`src/rtl/bp_host_io_ctrl_if.sv`:
```
// I/O command/response channel between the core side and the host I/O controller.
// The master issues commands and accepts responses; the slave serves them.
interface bp_host_io_ctrl_if #(
  parameter int paddr_width_p = 40,
  parameter int data_width_p  = 64
);
  logic [paddr_width_p-1:0] cmd_addr;
  logic                     cmd_wr;
  logic [data_width_p-1:0]  cmd_data;
  logic                     cmd_v;
  logic                     cmd_yumi;
  logic [data_width_p-1:0]  resp_data;
  logic                     resp_v;
  logic                     resp_ready;

  modport master (
    output cmd_addr, cmd_wr, cmd_data, cmd_v, resp_ready,
    input  cmd_yumi, resp_data, resp_v
  );

  modport slave (
    input  cmd_addr, cmd_wr, cmd_data, cmd_v, resp_ready,
    output cmd_yumi, resp_data, resp_v
  );
endinterface

```
`src/rtl/bp_host_io_ctrl.sv`:
```
// Host I/O controller: per-core getchar RX FIFOs, shared putchar TX FIFO,
// sticky finish/fail flags and a status register behind a 1-entry response.
module bp_host_io_ctrl #(
  parameter int num_core_p = 4,
  parameter int paddr_width_p = 40,
  parameter int data_width_p = 64,
  parameter int rx_fifo_els_p = 8,
  parameter int tx_fifo_els_p = 16,
  parameter logic [63:0] host_base_addr_p = 64'h0010_0000,
  localparam int cw_lp = (num_core_p > 1) ? $clog2(num_core_p) : 1
) (
  input  logic                  clk_i,
  input  logic                  reset_n_i,
  bp_host_io_ctrl_if.slave      io,
  input  logic [7:0]            rx_data_i,
  input  logic [cw_lp-1:0]      rx_core_i,
  input  logic                  rx_v_i,
  output logic                  rx_ready_o,
  output logic [7:0]            tx_data_o,
  output logic [cw_lp-1:0]      tx_core_o,
  output logic                  tx_v_o,
  input  logic                  tx_ready_i,
  output logic [num_core_p-1:0] finish_o,
  output logic [num_core_p-1:0] fail_o,
  output logic                  all_finished_o
);

  localparam int rx_aw_lp = (rx_fifo_els_p > 1) ? $clog2(rx_fifo_els_p) : 1;
  localparam int rx_cw_lp = $clog2(rx_fifo_els_p) + 1;
  localparam int tx_aw_lp = (tx_fifo_els_p > 1) ? $clog2(tx_fifo_els_p) : 1;
  localparam int tx_cw_lp = $clog2(tx_fifo_els_p) + 1;
  localparam logic [paddr_width_p-1:0] base_lp =
    host_base_addr_p[paddr_width_p-1:0];

  logic [7:0]          rx_mem  [num_core_p][rx_fifo_els_p];
  logic [rx_aw_lp-1:0] rx_rptr [num_core_p];
  logic [rx_aw_lp-1:0] rx_wptr [num_core_p];
  logic [rx_cw_lp-1:0] rx_cnt  [num_core_p];

  logic [cw_lp+7:0]    tx_mem  [tx_fifo_els_p];
  logic [tx_aw_lp-1:0] tx_rptr, tx_wptr;
  logic [tx_cw_lp-1:0] tx_cnt;

  logic                    hit, is_get, is_put, is_fin, is_stat;
  logic [3:0]              func;
  logic [cw_lp-1:0]        core, rx_sel;
  logic                    tx_full, slot_free, yumi;
  logic                    rx_push, rx_pop, rx_empty, tx_push, tx_pop;
  logic [num_core_p-1:0]   rx_push_v, rx_pop_v;
  logic [rx_cw_lp-1:0]     cur_rx_cnt;
  logic [data_width_p-1:0] resp_next, resp_data_q;
  logic                    resp_v_q, all_fin_q;
  logic [num_core_p-1:0]   finish_q, fail_q;

  assign hit  = io.cmd_addr[paddr_width_p-1:16] == base_lp[paddr_width_p-1:16];
  assign func = io.cmd_addr[15:12];
  assign core = (num_core_p == 1) ? '0 : io.cmd_addr[3 +: cw_lp];

  assign is_get  = hit & (func == 4'h0) & ~io.cmd_wr;
  assign is_put  = hit & (func == 4'h1) &  io.cmd_wr;
  assign is_fin  = hit & (func == 4'h2) &  io.cmd_wr;
  assign is_stat = hit & (func == 4'h3) & ~io.cmd_wr;

  assign tx_full   = tx_cnt == tx_cw_lp'(tx_fifo_els_p);
  assign slot_free = ~resp_v_q | io.resp_ready;
  // Gated by reset so the handshake drops the instant reset asserts.
  assign yumi = reset_n_i & io.cmd_v & slot_free & ~(is_put & tx_full);
  assign io.cmd_yumi = yumi;

  assign cur_rx_cnt = rx_cnt[core];
  assign rx_empty   = cur_rx_cnt == '0;
  assign rx_pop     = yumi & is_get & ~rx_empty;
  assign rx_sel     = (num_core_p == 1) ? '0 : rx_core_i;
  assign rx_ready_o = rx_cnt[rx_sel] != rx_cw_lp'(rx_fifo_els_p);
  assign rx_push    = rx_v_i & rx_ready_o;

  assign tx_v_o  = tx_cnt != '0;
  assign tx_pop  = tx_v_o & tx_ready_i;
  assign tx_push = yumi & is_put;
  assign {tx_core_o, tx_data_o} = tx_mem[tx_rptr];

  always_comb begin
    rx_push_v = '0;
    rx_pop_v  = '0;
    if (rx_push) rx_push_v[rx_sel] = 1'b1;
    if (rx_pop)  rx_pop_v[core]    = 1'b1;
  end

  always_comb begin
    resp_next = '0;
    unique case (1'b1)
      is_get:  resp_next = rx_empty ? '1
                         : data_width_p'(rx_mem[core][rx_rptr[core]]);
      is_stat: resp_next = data_width_p'({8'(cur_rx_cnt), 8'(tx_cnt)});
      default: resp_next = '0;
    endcase
  end

  always_ff @(posedge clk_i) begin
    if (rx_push) rx_mem[rx_sel][rx_wptr[rx_sel]] <= rx_data_i;
    if (tx_push) tx_mem[tx_wptr] <= {core, io.cmd_data[7:0]};
  end

  always_ff @(posedge clk_i or negedge reset_n_i) begin
    if (!reset_n_i) begin
      for (int c = 0; c < num_core_p; c++) begin
        rx_rptr[c] <= '0;
        rx_wptr[c] <= '0;
        rx_cnt[c]  <= '0;
      end
      tx_rptr     <= '0;
      tx_wptr     <= '0;
      tx_cnt      <= '0;
      resp_v_q    <= 1'b0;
      resp_data_q <= '0;
      finish_q    <= '0;
      fail_q      <= '0;
      all_fin_q   <= 1'b0;
    end else begin
      for (int c = 0; c < num_core_p; c++) begin
        if (rx_push_v[c])
          rx_wptr[c] <= rx_aw_lp'((int'(rx_wptr[c]) + 1) % rx_fifo_els_p);
        if (rx_pop_v[c])
          rx_rptr[c] <= rx_aw_lp'((int'(rx_rptr[c]) + 1) % rx_fifo_els_p);
        if (rx_push_v[c] & ~rx_pop_v[c])
          rx_cnt[c] <= rx_cnt[c] + 1'b1;
        else if (~rx_push_v[c] & rx_pop_v[c])
          rx_cnt[c] <= rx_cnt[c] - 1'b1;
      end
      if (tx_push)
        tx_wptr <= tx_aw_lp'((int'(tx_wptr) + 1) % tx_fifo_els_p);
      if (tx_pop)
        tx_rptr <= tx_aw_lp'((int'(tx_rptr) + 1) % tx_fifo_els_p);
      if (tx_push & ~tx_pop)
        tx_cnt <= tx_cnt + 1'b1;
      else if (~tx_push & tx_pop)
        tx_cnt <= tx_cnt - 1'b1;
      if (yumi) begin
        resp_v_q    <= 1'b1;
        resp_data_q <= resp_next;
      end else if (io.resp_ready) begin
        resp_v_q <= 1'b0;
      end
      if (yumi & is_fin) begin
        finish_q[core] <= 1'b1;
        if (io.cmd_data[0]) fail_q[core] <= 1'b1;
      end
      all_fin_q <= &finish_q;
    end
  end

  assign io.resp_v    = resp_v_q;
  assign io.resp_data = resp_data_q;
  assign finish_o       = finish_q;
  assign fail_o         = fail_q;
  assign all_finished_o = all_fin_q;

endmodule

```
`src/flat_wrapper.sv`:
```
// flat-port wrapper written by rule: the top's interface ports become plain ports
module bp_host_io_ctrl_flat 
#(
  parameter int num_core_p = 4,
  parameter int paddr_width_p = 40,
  parameter int data_width_p = 64,
  parameter int rx_fifo_els_p = 8,
  parameter int tx_fifo_els_p = 16,
  parameter logic [63:0] host_base_addr_p = 64'h0010_0000,
  localparam int cw_lp = (num_core_p > 1) ? $clog2(num_core_p) : 1
)
  (clk_i, reset_n_i, rx_data_i, rx_core_i, rx_v_i, rx_ready_o, tx_data_o, tx_core_o, tx_v_o, tx_ready_i, finish_o, fail_o, all_finished_o, io_cmd_addr, io_cmd_wr, io_cmd_data, io_cmd_v, io_resp_ready, io_cmd_yumi, io_resp_data, io_resp_v);
  bp_host_io_ctrl_if #(.paddr_width_p(paddr_width_p), .data_width_p(data_width_p)) io_i ();
  input  logic clk_i;
  input  logic reset_n_i;
  input  logic [7:0] rx_data_i;
  input  logic [cw_lp-1:0] rx_core_i;
  input  logic rx_v_i;
  output logic rx_ready_o;
  output logic [7:0] tx_data_o;
  output logic [cw_lp-1:0] tx_core_o;
  output logic tx_v_o;
  input  logic tx_ready_i;
  output logic [num_core_p-1:0] finish_o;
  output logic [num_core_p-1:0] fail_o;
  output logic all_finished_o;
  input wire logic [$bits(io_i.cmd_addr)-1:0] io_cmd_addr;
  input wire logic [$bits(io_i.cmd_wr)-1:0] io_cmd_wr;
  input wire logic [$bits(io_i.cmd_data)-1:0] io_cmd_data;
  input wire logic [$bits(io_i.cmd_v)-1:0] io_cmd_v;
  input wire logic [$bits(io_i.resp_ready)-1:0] io_resp_ready;
  output wire logic [$bits(io_i.cmd_yumi)-1:0] io_cmd_yumi;
  output wire logic [$bits(io_i.resp_data)-1:0] io_resp_data;
  output wire logic [$bits(io_i.resp_v)-1:0] io_resp_v;
  assign io_i.cmd_addr = io_cmd_addr;
  assign io_i.cmd_wr = io_cmd_wr;
  assign io_i.cmd_data = io_cmd_data;
  assign io_i.cmd_v = io_cmd_v;
  assign io_i.resp_ready = io_resp_ready;
  assign io_cmd_yumi = io_i.cmd_yumi;
  assign io_resp_data = io_i.resp_data;
  assign io_resp_v = io_i.resp_v;
  bp_host_io_ctrl #(.num_core_p(num_core_p), .paddr_width_p(paddr_width_p), .data_width_p(data_width_p), .rx_fifo_els_p(rx_fifo_els_p), .tx_fifo_els_p(tx_fifo_els_p), .host_base_addr_p(host_base_addr_p)) u_core (.clk_i(clk_i), .reset_n_i(reset_n_i), .io(io_i), .rx_data_i(rx_data_i), .rx_core_i(rx_core_i), .rx_v_i(rx_v_i), .rx_ready_o(rx_ready_o), .tx_data_o(tx_data_o), .tx_core_o(tx_core_o), .tx_v_o(tx_v_o), .tx_ready_i(tx_ready_i), .finish_o(finish_o), .fail_o(fail_o), .all_finished_o(all_finished_o));
endmodule
```
`config.mk`:
```
export PLATFORM = sky130hd
export DESIGN_NAME = bp_host_io_ctrl_flat
export DESIGN_NICKNAME = d
export VERILOG_FILES = /design/src/rtl/bp_host_io_ctrl_if.sv /design/src/rtl/bp_host_io_ctrl.sv /design/src/flat_wrapper.sv
export SDC_FILE = /design/constraint.sdc
export NUM_CORES = 1
export LEC_CHECK = 0
export ABC_CLOCK_PERIOD_IN_PS = 6110
export CORE_UTILIZATION = 45
export CTS_CLUSTER_DIAMETER = 50
export DETAILED_ROUTE_END_ITERATION = 12
export PLACE_DENSITY = 0.65
export SLEW_MARGIN = 20
export SYNTH_ARGS = -nofsm -noshare
export SYNTH_HDL_FRONTEND = slang
export SYNTH_SLANG_ARGS = --single-unit
```
`constraint.sdc`:
```
create_clock -name clk_i -period 6.11 [get_ports clk_i]
set_clock_uncertainty 0.05 [all_clocks]
set_input_delay 1.222 -clock clk_i [delete_from_list [all_inputs] [get_ports clk_i]]
set_output_delay 1.222 -clock clk_i [all_outputs]
set_load 0.005 [all_outputs]
```
; ---- After elaboration in Yosys (flattened, before gate mapping)
; Memory sizes are Yosys's and may differ from the RTL's.
; Index checks and enable logic that the tools add are counted.
[op_classes]
reduce_logical = 14
eq_ne = 6
order_cmp = 9
addsub = 20
multipliers = 0
bitwise_logic = 49
n_div = 0
mux = 41
shift = 0
[ops]
columns = cell, count
row1 = 2-to-1 mux 64 bit, 2
row2 = case mux 64 bit (2 select lines), 1
row3 = 2-to-1 mux 4 bit, 14
row4 = bitwise AND 1 bit, 28
row5 = adder 3 x 1 -> 3 bit (second input constant), 8
row6 = adder 4 x 1 -> 4 bit (second input constant), 6
row7 = binary-select mux 8 bit (select 3 bit), 1
row8 = demux 8 bit (select 3 bit), 1
row9 = == test 24 x 5 -> 1 bit (second input constant), 1
row10 = 2-to-1 mux 8 bit, 3
row11 = binary-select mux 4 bit (select 2 bit), 2
row12 = subtractor 4 x 1 -> 4 bit (second input constant), 4
row13 = NOT 1 bit, 14
row14 = binary-select mux 3 bit (select 2 bit), 2
row15 = 2-to-1 mux 3 bit, 4
row16 = nonzero test 2 bit, 6
row17 = 2-to-1 mux 5 bit, 2
row18 = == test 4 x 2 -> 1 bit (second input constant), 2
row19 = >= comparator 4 bit (second input constant), 2
row20 = logical NOT 4 bit, 2
row21 = NOT 3 -> 4 bit, 2
row22 = OR 4 bit, 2
row23 = 2-to-1 mux 1 bit, 7
row24 = >= comparator 3 bit (second input constant), 2
row25 = other kinds (15), 21
[totals]
ram_bits = 416
memories = 2
reg_bits = 127
latch_bits = 0
output_inout_bits = 87
romBits = 0
word_cells = 161
in_bits = 121
[memory_table]
columns = memory, words, word_bits, read_ports, rd_clocked_by_memory_dff, write_ports, line_no
row1 = u_core.rx_mem, 4, 64, 1, 0, 1, bp_host_io_ctrl.sv:35  ; logic [7:0] rx_mem [num_core_p][rx_fifo_els_p];
row2 = u_core.tx_mem, 16, 10, 1, 0, 1, bp_host_io_ctrl.sv:40  ; logic [cw_lp+7:0] tx_mem [tx_fifo_els_p];

; ---- Longest topological paths before layout
; Gate-level depths: netlist of run 1.
[depth]
depth_word = 12
depth_mapped = 16
ltp_nobuf = 13

; ---- Least setup slack after synthesis of run 1
; OpenSTA, ideal clock, no wires.
[synth_path]
path_kind = input -> register
from = in io_cmd_addr[18]
to = reg u_core.tx_cnt[4]
setup_slack_ns = 2.023
path_stages = 13
path_buffers = 0
t_arrival_ns = 3.911
setup_time_ns = 0.125
t_required_ns = 5.935
cell_sequence = nor4b_1 > nand4_1 > nor3_1 > nand2_1 > inv_1 > ha_1 > inv_1 > fa_1 > a21o_1 > a21oi_1 > xnor2_1 > nor2_1 > xor2_1
[synth_between]
elab_chain_len = 10
elab_cells_between_ends = 12
cone_classes = eq/ne: 1 / mux: 1 / bitwise: 9 / reduce/logical: 1
[synth_rtl]
columns = element, line_no
row1 = "start, declared", flat_wrapper.sv:27  ; input wire logic [$bits(io_i.cmd_addr)-1:0] io_cmd_addr;
row2 = == test 24 x 5 -> 1 bit (*), bp_host_io_ctrl.sv:55  ; assign hit = io.cmd_addr[paddr_width_p-1:16] == base_lp[paddr_width_p-1:16];
row3 = bitwise AND 1 bit (*) (2 in a row), bp_host_io_ctrl.sv:60  ; assign is_put = hit & (func == 4'h1) & io.cmd_wr;
row4 = bitwise AND 1 bit, bp_host_io_ctrl.sv:67  ; assign yumi = reset_n_i & io.cmd_v & slot_free & ~(is_put & tx_full);
row5 = NOT 1 bit, bp_host_io_ctrl.sv:67
row6 = bitwise AND 1 bit, bp_host_io_ctrl.sv:67
row7 = bitwise AND 1 bit (*), bp_host_io_ctrl.sv:79  ; assign tx_push = yumi & is_put;
row8 = net u_core.tx_push, bp_host_io_ctrl.sv:48  ; logic rx_push, rx_pop, rx_empty, tx_push, tx_pop;
row9 = NOT 1 bit, bp_host_io_ctrl.sv:136  ; else if (~tx_push & tx_pop)
row10 = bitwise AND 1 bit, bp_host_io_ctrl.sv:136
row11 = nonzero test 2 bit (no line), n/a
row12 = "end signal, assigned", bp_host_io_ctrl.sv:135  ; tx_cnt <= tx_cnt + 1'b1;
row13 = "end signal, assigned", bp_host_io_ctrl.sv:137  ; tx_cnt <= tx_cnt - 1'b1;
row14 = "end, declared", bp_host_io_ctrl.sv:42  ; logic [tx_cw_lp-1:0] tx_cnt;
; The timed path passes the listed nets; every way through them passes the cells marked *.
; A chain may end at the register's enable or synchronous reset.

; ---- Worst setup path in the final report of run 1
[layout_path]
from = in io_cmd_addr[17]
to = out io_cmd_yumi
[layout_between]
elab_chain_len = 6
[layout_rtl]
columns = element, line_no
row1 = == test 24 x 5 -> 1 bit, bp_host_io_ctrl.sv:55
row2 = bitwise AND 1 bit (2 in a row), bp_host_io_ctrl.sv:60
row3 = bitwise AND 1 bit, bp_host_io_ctrl.sv:67
row4 = NOT 1 bit, bp_host_io_ctrl.sv:67
row5 = bitwise AND 1 bit, bp_host_io_ctrl.sv:67
row6 = "end, declared", flat_wrapper.sv:32  ; output wire logic [$bits(io_i.cmd_yumi)-1:0] io_cmd_yumi;
; No other way between the ends.

==> summary.txt, run 1 <==
Run status
  • Status: finished, final reports clean

Yosys
  • Synth Area per Inst: approximately 19 µm²
  • Ys async rst share: around 15%
  • Post-synthesis sequential area ratio: a little over two thirds
  • Synth Instances: 1090
  • Primary FF master, synth: edfxtp_1
  • EDFF count, synth: roughly 420
  • Yosys warning total: 0
  • Flops & latches, synth: 492
  • Syn Nets: 1245
  • Synth Cell Area: 0.0206 mm²
  • Unique masters post-synth: 52

CTS
  • Post-CTS Hold Fix Bufs: 0
  • Postcts setup bufs: 0
  • H-tree level count: 2
  • Clk_lat worst skew: ~600 ps
  • CTS Sinks: just under 500
  • Clk pin slew, worst setup/hold paths: approximately 60 ps
  • CTS tree: built
  • Post-CTS sizing: 0
  • Clock buffer depth: 3
  • CTS root buffer: clkbuf_16
  • Number of buffers created by CTS: 50

GRT
  • Vias in the first global route: approximately 11000
  • Initial antenna violation count: 1
  • First-pass GRT wire length: ~67 mm
  • GRT overflow: 0
  • Total global-route track usage: 19.5%
  • Largest net degree at the start of global routing: 53

Worst setup path
  • Reg-to-Reg Start: u_core.rx_cnt[11]
  • R2r endpoint: u_core.rx_cnt[3]
  • Critical Path RT: 4840 ps
  • Worst setup EP type: output port
  • Critical path type: input pin to output port
  • Worst-path fanout max: 5
  • R2R cell count: 12
  • FF-to-FF setup slack: around 2600 ps
  • Critical path launch point type: input pin
  • CP arrival: between 3000 and 4000 ps

Cells and area
  • Share of cells above drive strength 1: around 23%
  • Fillers: about 3600
  • Fin area: between 0.02 and 0.025 mm²
  • Final nets: about 1400
  • Area growth, synth to finish: 17.4%
  • Non-filler cells, final: about 1900
  • # diodes: 0

Routing
  • DRC: 0
  • First-pass DRT Iterations: 5
  • Routed Antenna Nets: 0
  • 1st-iter DRT viols: around 860
  • DR vias: roughly 10000
  • Vias per cell: between 5 and 6
  • Routed WL: between 40 and 50 mm
  • DR WL/cell: between 20 and 25 µm

Die
  • Die area: roughly 0.047 mm²
  • Die width: roughly 220 µm
  • Initial core utilization: 45.5%
  • Core area: between 0.04 and 0.05 mm²
  • Die Ht: approximately 220 µm
  • Row cnt: 78
  • Boundary Pins: ~210

STA
  • Period utilisation layout: between 80% and 90%
  • Setup Viol. Count Final: 0
  • Rel. slew slack: around a third
  • Final min period: 5010 ps
  • Setup TNS: 0 ps
  • RSZ-0062 raised after global routing: false
  • Hold Vio Cnt, Final: 0
  • Fin. max-slew vios: 0
  • Max Clk Rate: 0.200 GHz
  • Slew @ Worst Pin: 1020 ps

Hold path
  • Hold Crit Class: flop to flop
  • Hold Path Stages: 1
  • Critical hold path startpoint: u_core.rx_rptr[2]
  • Min-Delay Endpoint: u_core.rx_rptr[2]

Place
  • Placed Instances: between 1500 and 2000
  • DP Area: ~0.023 mm²
  • Port Buffers: about 140
  • Final Wtd Congestion: 0.796
  • DP Wirelength: between 20 and 30 mm

Power and ir drop
  • PD cells: between 300 and 400 mW/mm²
  • Worst VDD drop: around 0.20 mV
  • P_leak: around 8 nW

Flow run
  • Max-Cap Viols: 0
## through the flow
stage | worst slack [ps] | total power [mW] | util, % | hold slack, ps
after global routing | 887 | 8.19 | 53.4 | 447
after floorplan | 2020 | 4.66 | - | 390
after CTS | 1080 | 7.95 | 53.5 | 425
final | 1100 | 7.88 | 53.4 | 418
after global placement | 1060 | 4.99 | 50.0 | 409
after detailed placement | 981 | 5.03 | 50.0 | 411
## logic make-up (layout without fill, tap and decap cells)
kind of cell | after synthesis | after routing | share of synthesized area [%]
DFF | 492 | 492 | 69.9
muxes | 194 | 194 | 17.2
and+or+nand+nor | 155 | 155 | 3.83
buffers and inverters | 121 | 311 | 3.34
AOI/OAI and AO/OA | 51 | 51 | 1.74
xor gates and xnor gates | 43 | 43 | 1.83
adders and majority gates | 34 | 34 | 2.25
## per-layer routing
layer | GRT usage (%) | up-vias | routed length [µm]
li1 | - | 4598 | -
met1 | 27.5 | 5440 | 19200
met2 | 30.8 | 338 | 20900
met3 | 3.44 | 76 | 2880
met4 | 6.36 | 2 | 1020
met5 | 0 | - | 11
## power breakdown
group | leakage (nW) | switching (mW) | total, mW | internal [mW]
Sequential | 4.73 | 0.160 | 3.98 | 3.82
Combinational | 2.61 | 0.468 | 0.960 | 0.492
Clock | 0.759 | 1.26 | 2.94 | 1.68
## flip-flops by register name, indices dropped and copies added (netlist names)
name,cells
u_core.tx_cnt,5
u_core.tx_mem,160
u_core.tx_rptr,4
u_core.rx_cnt,16
u_core.rx_wptr,12
u_core.fail_o,4
u_core.io.resp_v,1
u_core.tx_wptr,4
u_core.all_finished_o,1
u_core.io.resp_data,13
u_core.rx_mem,256
u_core.rx_rptr,12
u_core.finish_o,4
## how the worst max path moves through the flow
stage | slack (ps) | depth (start not counted) | startpoint | endpoint
final | 1100 | 8 | io_cmd_addr[17] | io_cmd_yumi
after global routing | 890 | 8 | io_cmd_addr[17] | io_cmd_yumi
after CTS | 1080 | 8 | io_cmd_addr[17] | io_cmd_yumi
after detailed placement | 980 | 15 | rx_core_i[0] | u_core.rx_cnt[3]
after global placement | 1060 | 15 | rx_core_i[0] | u_core.rx_cnt[3]
after floorplan | 2020 | 13 | io_cmd_addr[18] | u_core.tx_cnt[4]
## critical path, cell delays in order
cell and delay (ps):
clkdlybuf4s50_1 610, nor4_1 380, buf_4 220, nand4_1 220, buf_4 240, o31ai_2 280, inv_1 80, clkdlybuf4s50_1 470
## final cells by class
| type | count | area [µm²] | area share, % |
|---|---|---|---|
| Tap cell | 600 | 751 | 3.10 |
| Multi-Input combinational cell | 477 | 5580 | 23.1 |
| Clock buffer | 64 | 1340 | 5.52 |
| Sequential cell | 492 | 14400 | 59.5 |
| Timing Repair Buffer | 198 | 1820 | 7.52 |
| Clock inverter | 27 | 231 | 0.957 |
| Inverter | 22 | 82.6 | 0.341 |
## synthesized netlist by cell type, drive strengths merged (2+ instances only)
| library cell | n | share of area (%) |
|---|---|---|
| clkbuf | 20 | 0.36 |
| nand4 | 9 | 0.27 |
| ha | 29 | 1.8 |
| nor3 | 14 | 0.34 |
| or4 | 2 | 0.073 |
| nor2b | 7 | 0.21 |
| nor2 | 47 | 0.86 |
| o21ai | 7 | 0.17 |
| mux2i | 56 | 2.7 |
| o31ai | 2 | 0.073 |
| o211ai | 7 | 0.26 |
| a21o | 10 | 0.36 |
| and2 | 2 | 0.061 |
| inv | 22 | 0.40 |
| nand2b | 5 | 0.19 |
| nand2 | 29 | 0.53 |
| and4b | 2 | 0.097 |
| fa | 5 | 0.49 |
| and3 | 2 | 0.085 |
| mux2 | 13 | 0.73 |
| mux4 | 125 | 14 |
| edfxtp | 416 | 61 |
| buf | 79 | 2.6 |
| dfrtp | 76 | 9.2 |
| xnor2 | 36 | 1.5 |
| nor4 | 12 | 0.44 |
| nand3 | 17 | 0.41 |
| a21oi | 7 | 0.17 |
| a22oi | 8 | 0.29 |
| xor2 | 7 | 0.30 |
| a31o | 4 | 0.17 |
## cell usage in the layout (no fill, tap or decap), types with 8 or more instances in the layout
cell type and instances:
clkbuf_1 12, inv_1 22, nor2_1 47, ha_1 29, a22oi_1 8, clkbuf_16 51
buf_4 59, nand4_1 9, clkdlybuf4s50_1 133, nand2_1 29, dfrtp_1 75, a21o_1 10
xnor2_1 36, mux4_2 123, clkinv_1 10, mux2i_1 56, edfxtp_1 416, mux2_2 12
nand3_1 17, nor3_1 10
No activity file was read; power rests on OpenSTA's default activity.
==> run 2: changes to the inputs <==
--- a/config.mk
+++ b/config.mk
@@ -5,7 +5,7 @@
 export SDC_FILE = /design/constraint.sdc
 export NUM_CORES = 1
 export LEC_CHECK = 0
-export ABC_CLOCK_PERIOD_IN_PS = 6110
+export ABC_CLOCK_PERIOD_IN_PS = 5100
 export CORE_UTILIZATION = 45
 export CTS_CLUSTER_DIAMETER = 50
 export DETAILED_ROUTE_END_ITERATION = 12
==> constraint.sdc (replaced) <==
create_clock -name clk_i -period 5.1 [get_ports clk_i]
set_clock_uncertainty 0.05 [all_clocks]
set_input_delay 1.02 -clock clk_i [delete_from_list [all_inputs] [get_ports clk_i]]
set_output_delay 1.02 -clock clk_i [all_outputs]
set_load 0.005 [all_outputs]
==> summary.txt, run 2 (synthesis gave the netlist of run 1 again) <==
Power and ir drop
  • P_leak: 8.36 nW (+3.1%)
  • Worst VDD drop: 0.213 mV (+6.2%)
  • PD cells: 387 mW/mm² (+19%)
  • Power Total: 9.52 mW (+21%)

Cells and area
  • Area growth, synth to finish: 19.2%
  • Area of the multi-input gates: 0.00558 mm² (unchanged)
  • Non-filler cells, final: 1927 (+2.5%)
  • Fillers: 3513 (-1.4%)
  • Storage cell area: 0.0144 mm² (unchanged)
  • Most frequent cells in the layout: 416 x edfxtp_1, 134 x clkdlybuf4s50_1, 123 x mux4_2
  • Final nets: 1442 (+3.3%)
  • Max FFs per register: 256 (unchanged)
  • Share of cells above drive strength 1: 25.5% (+2.8 points)
  • Commonest non-fill, non-tap cell in the layout: edfxtp_1

STA
  • Period utilisation layout: a little under nine tenths
  • Setup TNS: 0 ps (unchanged)
  • Hold Vio Cnt, Final: 0 (unchanged)
  • Slew @ Worst Pin: 1060 ps (+36.8 ps)
  • Final min period: 4360 ps
  • Fin. max-slew vios: 0 (unchanged)
  • Rel. slew slack: 29.3% (-2.5 points)
  • Setup Viol. Count Final: 0 (unchanged)
  • Max Clk Rate: between 0.2 and 0.25 GHz
  • RSZ-0062 raised after global routing: false
  • WHS: 416 ps (-2.49 ps)

GRT
  • GRT overflow: 0 (unchanged)
  • First-pass GRT wire length: 67.0 mm (-0.45%)
  • Largest net degree at the start of global routing: 66 (+25%)
  • Initial antenna violation count: 3 (+2)
  • Vias in the first global route: 10800 (-1.2%)
  • Total global-route track usage: 19.5% (about the same)

Worst setup path
  • Critical path launch point type: input pin
  • R2r endpoint: u_core.rx_cnt[7]
  • CP startpoint: io_cmd_addr[21]
  • Worst-path fanout max: 4 (-1)
  • R2R cell count: 12 (unchanged)
  • Crit path to: io_cmd_yumi
  • Worst setup EP type: output port
  • Critical Path RT: 4030 ps (-810 ps)
  • FF-to-FF setup slack: 1730 ps (-870 ps)
  • Critical path type: input pin to output port
  • CP arrival: 3290 ps (-450 ps)
  • Reg-to-Reg Start: u_core.rx_cnt[0]

Routing
  • DR vias: 10600 (+1.1%)
  • Routed WL: 44.6 mm (+1.4%)
  • DR WL/cell: 23.1 µm (-1.1%)
  • Vias per cell: 5.49 (-1.3%)
  • First-pass DRT Iterations: 5 (unchanged)
  • DRC: 0 (unchanged)
  • 1st-iter DRT viols: 748 (-13%)
  • Routed Antenna Nets: 0 (unchanged)

Die
  • Die area: 0.0466 mm² (unchanged)
  • Row cnt: 78 (unchanged)
  • Core area: 0.0453 mm² (unchanged)
  • Die width: 216 µm (unchanged)
  • Initial core utilization: 45.5% (unchanged)
  • Die Ht: 216 µm (unchanged)
  • Boundary Pins: 208 (unchanged)

CTS
  • Postcts setup bufs: 0 (unchanged)
  • Post-CTS sizing: 0 (unchanged)
  • Clk_lat worst skew: 580 ps (-20 ps)
  • Clk pin slew, worst setup/hold paths: 60 ps (about the same)
  • CTS root buffer: clkbuf_16
  • Clock buffer depth: 3 (unchanged)
  • Post-CTS Hold Fix Bufs: 0 (unchanged)
  • CTS tree: built
  • H-tree level count: 2 (unchanged)
  • CTS Sinks: 492 (unchanged)
  • Number of buffers created by CTS: 51 (+2.0%)

Place
  • Final Wtd Congestion: 0.793 (-0.43%)
  • DP Wirelength: 29.1 mm (about the same)
  • Placed Instances: 1834 (+2.5%)
  • Port Buffers: 141 (unchanged)

Hold path
  • Hold Crit Class: flop to flop

Run status
  • Status: finished, final reports clean

Flow run
  • Max-Cap Viols: 0 (unchanged)
run 2: per-stage QoR:
step	instance area (µm²)	setup slack, ps	utilization (%)
final	24600	740	54.2
after global routing	24600	638	54.2
after CTS	24600	744	54.3
after detailed placement	23000	663	50.8
after global placement	23000	728	50.8
after floorplan	20600	1220	-
run 2: cell type report:
| class | count | area share (%) |
|---|---|---|
| clock buffers | 65 | 5.58 |
| inverters | 22 | 0.336 |
| multi-input cells | 477 | 22.7 |
| repair buffers | 243 | 8.80 |
| flip-flops and latches | 492 | 58.6 |
| well taps | 600 | 3.06 |
| diodes | 1 | 0.0102 |
| clock inverters | 27 | 0.897 |
run 2: worst max-delay path: stages:
cell	delay, ps
clkdlybuf4s50_1	610
nor4b_1	350
nand4_1	130
buf_4	180
buf_4	140
o31ai_2	300
inv_1	70
clkdlybuf4s50_1	460
run 2: worst min-delay path by stage:
| stage | start | end | slack [ps] | cells after the start |
|---|---|---|---|---|
| 2_1_floorplan | u_core.rx_wptr[5] | u_core.rx_wptr[5] | 390 | 1 |
| 3_3_place_gp | u_core.rx_wptr[8] | u_core.rx_wptr[8] | 410 | 1 |
| 3_5_place_dp | u_core.rx_rptr[2] | u_core.rx_rptr[2] | 410 | 1 |
| 4_1_cts | u_core.rx_wptr[2] | u_core.rx_wptr[2] | 420 | 1 |
| 5_1_grt | u_core.rx_rptr[2] | u_core.rx_rptr[2] | 420 | 1 |
| 6_report | u_core.rx_rptr[2] | u_core.rx_rptr[2] | 420 | 1 |
run 2: report_power, final:
part | total [mW] | switching [mW] | leakage (nW) | internal [mW]
Combinational | 1.23 | 0.593 | 2.85 | 0.632
Sequential | 4.75 | 0.168 | 4.73 | 4.58
Clock | 3.54 | 1.53 | 0.779 | 2.01
run 2: metal layers:
| metal | GRT usage, % | vias to the layer above | share of wire (%) |
|---|---|---|---|
| met3 | 4.85 | 68 | 6.7 |
| met1 | 27.0 | 5498 | 44 |
| met2 | 30.9 | 315 | 48 |
| li1 | - | 4691 | - |
| met4 | 5.14 | 0 | 2.0 |
| met5 | 0 | - | 0 |
